### src/rtl/uart_tx_scheduler.sv
// uart_tx_scheduler: shares one UART TX byte interface among NUM_REQ byte-stream requesters.
// A requester is granted by round-robin at packet start and holds the grant for the whole
// frame: SOF, source ID, payload (up to MAX_LEN bytes), XOR checksum over ID and payload.
//
// Ports:
//   clk        system clock
//   rst        asynchronous reset, active low
//   req_valid  per-requester byte valid                    [NUM_REQ-1:0]
//   req_data   per-requester byte, requester i at [8i+7:8i] [8*NUM_REQ-1:0]
//   req_last   per-requester final-payload-byte marker     [NUM_REQ-1:0]
//   req_ready  per-requester byte accept                   [NUM_REQ-1:0]
//   tx_byte    byte to the UART TX core                    [7:0]
//   tx_valid   tx_byte valid
//   tx_ready   UART TX core can accept a byte
//   grant_id   currently granted requester                 [2:0]
//   busy       high whenever a frame is in progress
//   len_err    sticky, a packet was truncated at MAX_LEN
//
// Optional feature, enabled by defining UART_TX_SCHED_STAT_EN:
//   pkt_cnt    [15:0] frames whose checksum byte was accepted (wrapping)
//   drop_cnt   [7:0]  truncated packets (saturating)
module uart_tx_scheduler #(
  parameter int unsigned NUM_REQ = 2,
  parameter int unsigned MAX_LEN = 16,
  parameter logic [7:0]  SOF     = 8'hA5
) (
  input  logic                   clk,
  input  logic                   rst,
  input  logic [NUM_REQ-1:0]     req_valid,
  input  logic [8*NUM_REQ-1:0]   req_data,
  input  logic [NUM_REQ-1:0]     req_last,
  output logic [NUM_REQ-1:0]     req_ready,
  output logic [7:0]             tx_byte,
  output logic                   tx_valid,
  input  logic                   tx_ready,
  output logic [2:0]             grant_id,
  output logic                   busy,
  output logic                   len_err
`ifdef UART_TX_SCHED_STAT_EN
  ,
  output logic [15:0]            pkt_cnt,
  output logic [7:0]             drop_cnt
`endif
);

  typedef enum logic [2:0] {
    StIdle,
    StHdrSof,
    StHdrId,
    StPayload,
    StChksum
  } state_e;

  state_e     state_q, state_d;
  logic [7:0] tx_byte_q, tx_byte_d;
  logic       tx_valid_q, tx_valid_d;
  logic [2:0] grant_q, grant_d;
  logic [2:0] rr_ptr_q, rr_ptr_d;
  logic [7:0] chk_q, chk_d;
  logic [7:0] cnt_q, cnt_d;
  logic       len_err_q, len_err_d;

  logic       slot_free;
  logic       chk_load;
  logic       trunc;

  // Requester buses padded to the 8-requester maximum so a 3-bit index is always in range.
  logic [7:0]  valid_pad;
  logic [7:0]  last_pad;
  logic [63:0] data_pad;
  logic [7:0]  ready_pad;
  logic [7:0]  cur_data;

  logic [2:0]  pick_idx;
  logic        pick_found;
  logic [3:0]  pick_sum;
  logic [3:0]  grant_inc;

  assign slot_free = !tx_valid_q || tx_ready;
  assign valid_pad = 8'(req_valid);
  assign last_pad  = 8'(req_last);
  assign data_pad  = 64'(req_data);
  assign cur_data  = data_pad[{grant_q, 3'b000} +: 8];
  assign grant_inc = {1'b0, grant_q} + 4'd1;

  // Round-robin pick: first valid requester at or above rr_ptr, wrapping at NUM_REQ.
  always_comb begin
    pick_found = 1'b0;
    pick_idx   = 3'd0;
    pick_sum   = 4'd0;
    for (int unsigned i = 0; i < NUM_REQ; i++) begin
      pick_sum = {1'b0, rr_ptr_q} + 4'(i);
      if (pick_sum >= 4'(NUM_REQ)) begin
        pick_sum = pick_sum - 4'(NUM_REQ);
      end
      if (!pick_found && valid_pad[pick_sum[2:0]]) begin
        pick_found = 1'b1;
        pick_idx   = pick_sum[2:0];
      end
    end
  end

  always_comb begin
    state_d    = state_q;
    tx_byte_d  = tx_byte_q;
    tx_valid_d = tx_valid_q;
    grant_d    = grant_q;
    rr_ptr_d   = rr_ptr_q;
    chk_d      = chk_q;
    cnt_d      = cnt_q;
    len_err_d  = len_err_q;
    ready_pad  = 8'd0;
    chk_load   = 1'b0;
    trunc      = 1'b0;

    // The output slot empties when its byte is taken; a load below re-arms it.
    if (slot_free) begin
      tx_valid_d = 1'b0;
    end

    unique case (state_q)
      StIdle: begin
        if (pick_found) begin
          grant_d = pick_idx;
          state_d = StHdrSof;
        end
      end
      StHdrSof: begin
        if (slot_free) begin
          tx_byte_d  = SOF;
          tx_valid_d = 1'b1;
          state_d    = StHdrId;
        end
      end
      StHdrId: begin
        if (slot_free) begin
          tx_byte_d  = {5'b0, grant_q};
          tx_valid_d = 1'b1;
          chk_d      = {5'b0, grant_q};
          cnt_d      = 8'd0;
          state_d    = StPayload;
        end
      end
      StPayload: begin
        ready_pad[grant_q] = slot_free;
        if (slot_free && valid_pad[grant_q]) begin
          tx_byte_d  = cur_data;
          tx_valid_d = 1'b1;
          chk_d      = chk_q ^ cur_data;
          cnt_d      = 8'(cnt_q + 8'd1);
          if (last_pad[grant_q]) begin
            state_d = StChksum;
          end else if (cnt_q == 8'(MAX_LEN - 1)) begin
            state_d   = StChksum;
            len_err_d = 1'b1;
            trunc     = 1'b1;
          end
        end
      end
      StChksum: begin
        if (slot_free) begin
          tx_byte_d  = chk_q;
          tx_valid_d = 1'b1;
          rr_ptr_d   = (grant_inc >= 4'(NUM_REQ)) ? 3'd0 : grant_inc[2:0];
          chk_load   = 1'b1;
          state_d    = StIdle;
        end
      end
      default: state_d = StIdle;
    endcase
  end

  always_ff @(posedge clk or negedge rst) begin
    if (!rst) begin
      state_q    <= StIdle;
      tx_byte_q  <= 8'd0;
      tx_valid_q <= 1'b0;
      grant_q    <= 3'd0;
      rr_ptr_q   <= 3'd0;
      chk_q      <= 8'd0;
      cnt_q      <= 8'd0;
      len_err_q  <= 1'b0;
    end else begin
      state_q    <= state_d;
      tx_byte_q  <= tx_byte_d;
      tx_valid_q <= tx_valid_d;
      grant_q    <= grant_d;
      rr_ptr_q   <= rr_ptr_d;
      chk_q      <= chk_d;
      cnt_q      <= cnt_d;
      len_err_q  <= len_err_d;
    end
  end

`ifdef UART_TX_SCHED_STAT_EN
  // chk_pend marks that the byte in the output slot is a checksum; a frame counts once
  // that byte is actually taken by the UART core.
  logic        chk_pend_q, chk_pend_d;
  logic [15:0] pkt_cnt_q, pkt_cnt_d;
  logic [7:0]  drop_cnt_q, drop_cnt_d;

  always_comb begin
    chk_pend_d = chk_pend_q;
    pkt_cnt_d  = pkt_cnt_q;
    drop_cnt_d = drop_cnt_q;
    if (chk_pend_q && tx_valid_q && tx_ready) begin
      pkt_cnt_d  = 16'(pkt_cnt_q + 16'd1);
      chk_pend_d = 1'b0;
    end
    if (chk_load) begin
      chk_pend_d = 1'b1;
    end
    if (trunc && (drop_cnt_q != 8'hFF)) begin
      drop_cnt_d = 8'(drop_cnt_q + 8'd1);
    end
  end

  always_ff @(posedge clk or negedge rst) begin
    if (!rst) begin
      chk_pend_q <= 1'b0;
      pkt_cnt_q  <= 16'd0;
      drop_cnt_q <= 8'd0;
    end else begin
      chk_pend_q <= chk_pend_d;
      pkt_cnt_q  <= pkt_cnt_d;
      drop_cnt_q <= drop_cnt_d;
    end
  end

  assign pkt_cnt  = pkt_cnt_q;
  assign drop_cnt = drop_cnt_q;
`endif

  assign req_ready = ready_pad[NUM_REQ-1:0];
  assign tx_byte   = tx_byte_q;
  assign tx_valid  = tx_valid_q;
  assign grant_id  = grant_q;
  assign busy      = (state_q != StIdle);
  assign len_err   = len_err_q;

endmodule

### config.mk
export PLATFORM = sky130hd
export DESIGN_NAME = uart_tx_scheduler
export DESIGN_NICKNAME = d
export VERILOG_FILES = /design/src/rtl/uart_tx_scheduler.sv
export SDC_FILE = /design/constraint.sdc
export NUM_CORES = 1
export LEC_CHECK = 0
export ABC_AREA = 0
export BUFFER_PORTS_ARGS = -buffer_cell sky130_fd_sc_hd__buf_4
export CORE_ASPECT_RATIO = 2
export CORE_UTILIZATION = 50
export CTS_BUF_LIST = sky130_fd_sc_hd__clkbuf_2
export CTS_CLUSTER_DIAMETER = 60
export DETAILED_ROUTE_END_ITERATION = 7
export PLACE_DENSITY = 0.73
export SLEW_MARGIN = 20
export SYNTH_ARGS = -nofsm -noshare
export SYNTH_HDL_FRONTEND = slang
export SYNTH_SLANG_ARGS = --single-unit
### constraint.sdc
create_clock -name clk -period 5.52 [get_ports clk]
set_input_delay 0.828 -clock clk [delete_from_list [all_inputs] [get_ports clk]]
set_output_delay 0.828 -clock clk [all_outputs]
set_load 0.1 [all_outputs]
==> metrics.yaml <==
status:
  status: "finished clean"
grt:
  grt_overflow_total: 0
  grt_max_degree: 36
  grt_pass1_vias: 1749
  grt_pass1_wl_um: 7950
  antenna_found_initial: 0
  grt_usage: 0.255
floorplanning:
  design.die.area_um2: 4380
  io_pins: 39
  die_w_um: 47.3
  die_y_um: 92.6
  placementRows: 32
  core_um2: 3880
  initial_core_util: 0.528
sta:
  rsz0062_at_grt: "no"
  final-max-slew-violation-count: 0
  hold_viol_final: 0
  setup_viol: 0
  max_clock_freq_mhz: 355
  skew_ns: 0.00986
  timing.hold.ws_ns: 0.358
  tightest_slew_ns: 0.916
  layout_min_cycle_time_ns: 2.82
  min_period_over_period: 0.511
  maxSlewHeadroom: 0.386
  finalSetupTns_ns: 0
synth:
  yosysSeqAreaShare: 0.427
  synth_top_area_cell: "dfrtp_1"
  synthTopCellsByArea: "dfrtp_1 43%, mux2i_1 5.9%, nor2_1 5.1%"
  synth_fp_nets: 254
  syn_avg_cell_area_um2: 9.20
  synthMuxAreaShare: 0.0750
  synthSimpleGateAreaFrac: 0.188
  syn_area_um2: 2050
  ys.flop_type: "dfrtp_1"
  syn_inst: 223
  synth_xor_area_frac: 0.0598
  synth_edf_count: 0
  synth_top_area_share: 0.427
  synth.distinct_cells: 43
  yosysWarnings: 0
  synth-seq-cells: 35
  synthAdderAreaFrac: 0.0488
  synth_compound_area_frac: 0.159
  synth_top_family_by_area: "simple AND/OR/NAND/NOR gates"
  async_flop_share: 1.00
detailed_routing:
  drc: 0
  first_pass_iters: 4
  drtAntennaViolNets: 0
  wl_um: 4900
  wl_per_cell_um: 15.9
  vias_per_cell: 5.61
  drt_iter0_drc: 40
  vias: 1734
cts:
  numClockSinks: 35
  cts-root-buf: "clkbuf_2"
  post_cts_buffers: 0
  numCtsBuffers: 5
  clk_pin_slew_worst_paths_ns: 0.18
  cts_resized: 0
  htreeDepth: 2
  clk_path_buf_depth: 2
  worst_skew_pair.late_latency_ns: 0.39
  ctsHoldBuffers: 0
  cts_tree: "yes"
placed_design:
  gp_congestion: 0.886
  port_buffers: 38
  hpwl_um: 3650
finish:
  nNetsFinal: 288
  area_growth_pct: 16.3
  diodes: 0
  layout-drive-gt1-share: 0.213
  fillers: 373
  seq_area_um2: 876
  multi_input_area_um2: 1090
worst_setup_path:
  r2r_cells: 5
  critPathLaunchType: "flop"
  cp.buffers_inverters: 1
  worst_ep_arrival_time_ns: 1.99
  crit_path_end_kind: "primary output"
  crit_cells: 5
  crit_fanout: 9
  cp_data_required_time_ns: 4.69
  cp_common_cell: "nor2_1"
  worstPathCellList: "nand3b_1 > nor2_1 > nand2_1 > nor2_1 > buf_4"
  slowest_delay_ns: 0.50
  worstSetupPathType: "flop to primary output"
  crit_path_top_delay_cell: "dfrtp_1"
  crit_family: "simple AND/OR/NAND/NOR gates"
power_and_ir_drop:
  p_leak_nw: 1.14
  ir_drop_uv: 371
  p_per_area_nw_per_um2: 485
job:
  maxCapViolations: 0
hold_path:
  worstHoldPathType: "input port to async pin"
==> per-stage QoR <==
| step | util | power (W) | cells | cell area, um^2 | worst slack, ns |
|---|---|---|---|---|---|
| detailed placement | 0.605 | 0.00105 | 301 | 2350 | 2.86 |
| global route | 0.615 | 0.00123 | 309 | 2390 | 2.58 |
| CTS | 0.615 | 0.00116 | 309 | 2390 | 2.69 |
| floorplan | - | 0.000896 | 223 | 2050 | 1.89 |
| finish | 0.615 | 0.00116 | 309 | 2390 | 2.70 |
| global placement | 0.605 | 0.00104 | 301 | 2350 | 2.85 |
==> Yosys cell counts (3+ instances only) <==
master,instances
nor3_1,3
nand3_1,12
mux2i_1,12
nand2b_1,3
nand2_1,19
buf_2,5
mux2_2,3
a22oi_1,3
inv_1,6
xnor2_1,3
ha_1,8
clkbuf_1,4
nor2_1,28
a21o_1,3
o21ai_0,17
xor2_1,11
and3_1,3
dfrtp_1,35
a21oi_1,14
==> path summary, 6_finish.rpt <==
path | from | to | slack (ns)
max | state_q[2]$_DFFE_PN0P_ | req_ready[0] | 2.70
min | rst | grant_id[1]$_DFFE_PN0P_ | 0.36
max reg2reg | grant_id[0]$_DFFE_PN0P_ | cnt_q[7]$_DFFE_PN0P_ | 2.89
min reg2reg | len_err$_DFFE_PN0P_ | len_err$_DFFE_PN0P_ | 0.50
max in group asynchronous | rst | tx_byte[3]$_DFFE_PN0P_ | 4.84
min in group clk | len_err$_DFFE_PN0P_ | len_err$_DFFE_PN0P_ | 0.50
==> cell type report <==
type | instances | area share
clock buffers | 6 | 0.0126
clock inverters | 2 | 0.00314
inverters | 6 | 0.00943
multi-input cells | 170 | 0.459
flip-flops and latches | 35 | 0.367
well taps | 51 | 0.0267
repair buffers | 39 | 0.123
==> worst reg2reg max path, delay by kind of cell, from the launching register on <==
family             cells  cell delay, ns
AOI/OAI and AO/OA      2            0.68
DFF                    1            0.94
muxes                  1            0.30
and+or+nand+nor        2            0.66
==> registers in the layout, indices dropped and copies added, names as in the netlist <==
register  count
chk_q         8
cnt_q         8
grant_id      3
len_err       1
rr_ptr_q      3
state_q       3
tx_byte       8
tx_valid      1
==> routing by layer <==
metal	share of wire	vias to the layer above	routed length [um]	GRT usage
met1	0.38	834	1860	0.274
met4	0.035	0	173	0.133
met5	0	-	0	0
met2	0.56	48	2740	0.439
met3	0.026	12	129	0.0448
li1	-	840	-	-
==> report_power, final <==
part / total (W) / internal [W] / switching, W
combinational: 0.000639 / 0.000175 / 0.000464
clock: 0.000118 / 0.0000305 / 0.0000877
sequential: 0.000400 / 0.000323 / 0.0000764
==> layout by cell type (no fill, tap or decap), types with 6 or more instances in the layout <==
| master | instances |
|---|---|
| buf_4 | 39 |
| dfrtp_1 | 35 |
| nor2_1 | 28 |
| nand2_1 | 19 |
| o21ai_0 | 17 |
| a21oi_1 | 14 |
| mux2i_1 | 12 |
| nand3_1 | 12 |
| xor2_1 | 11 |
| ha_1 | 8 |
| inv_1 | 6 |
| clkbuf_2 | 6 |
==> kinds of logic (layout without fill, tap and decap cells) <==
kind of cell    after synthesis  in the layout
compound gates               51             51
simple gates                 82             82
flops                        35             35
mux                          15             15
buf+inv                      18             53
xor+xnor                     14             14
fa+ha+maj                     8              8
Note: power is estimated with default switching activity, not from simulation.
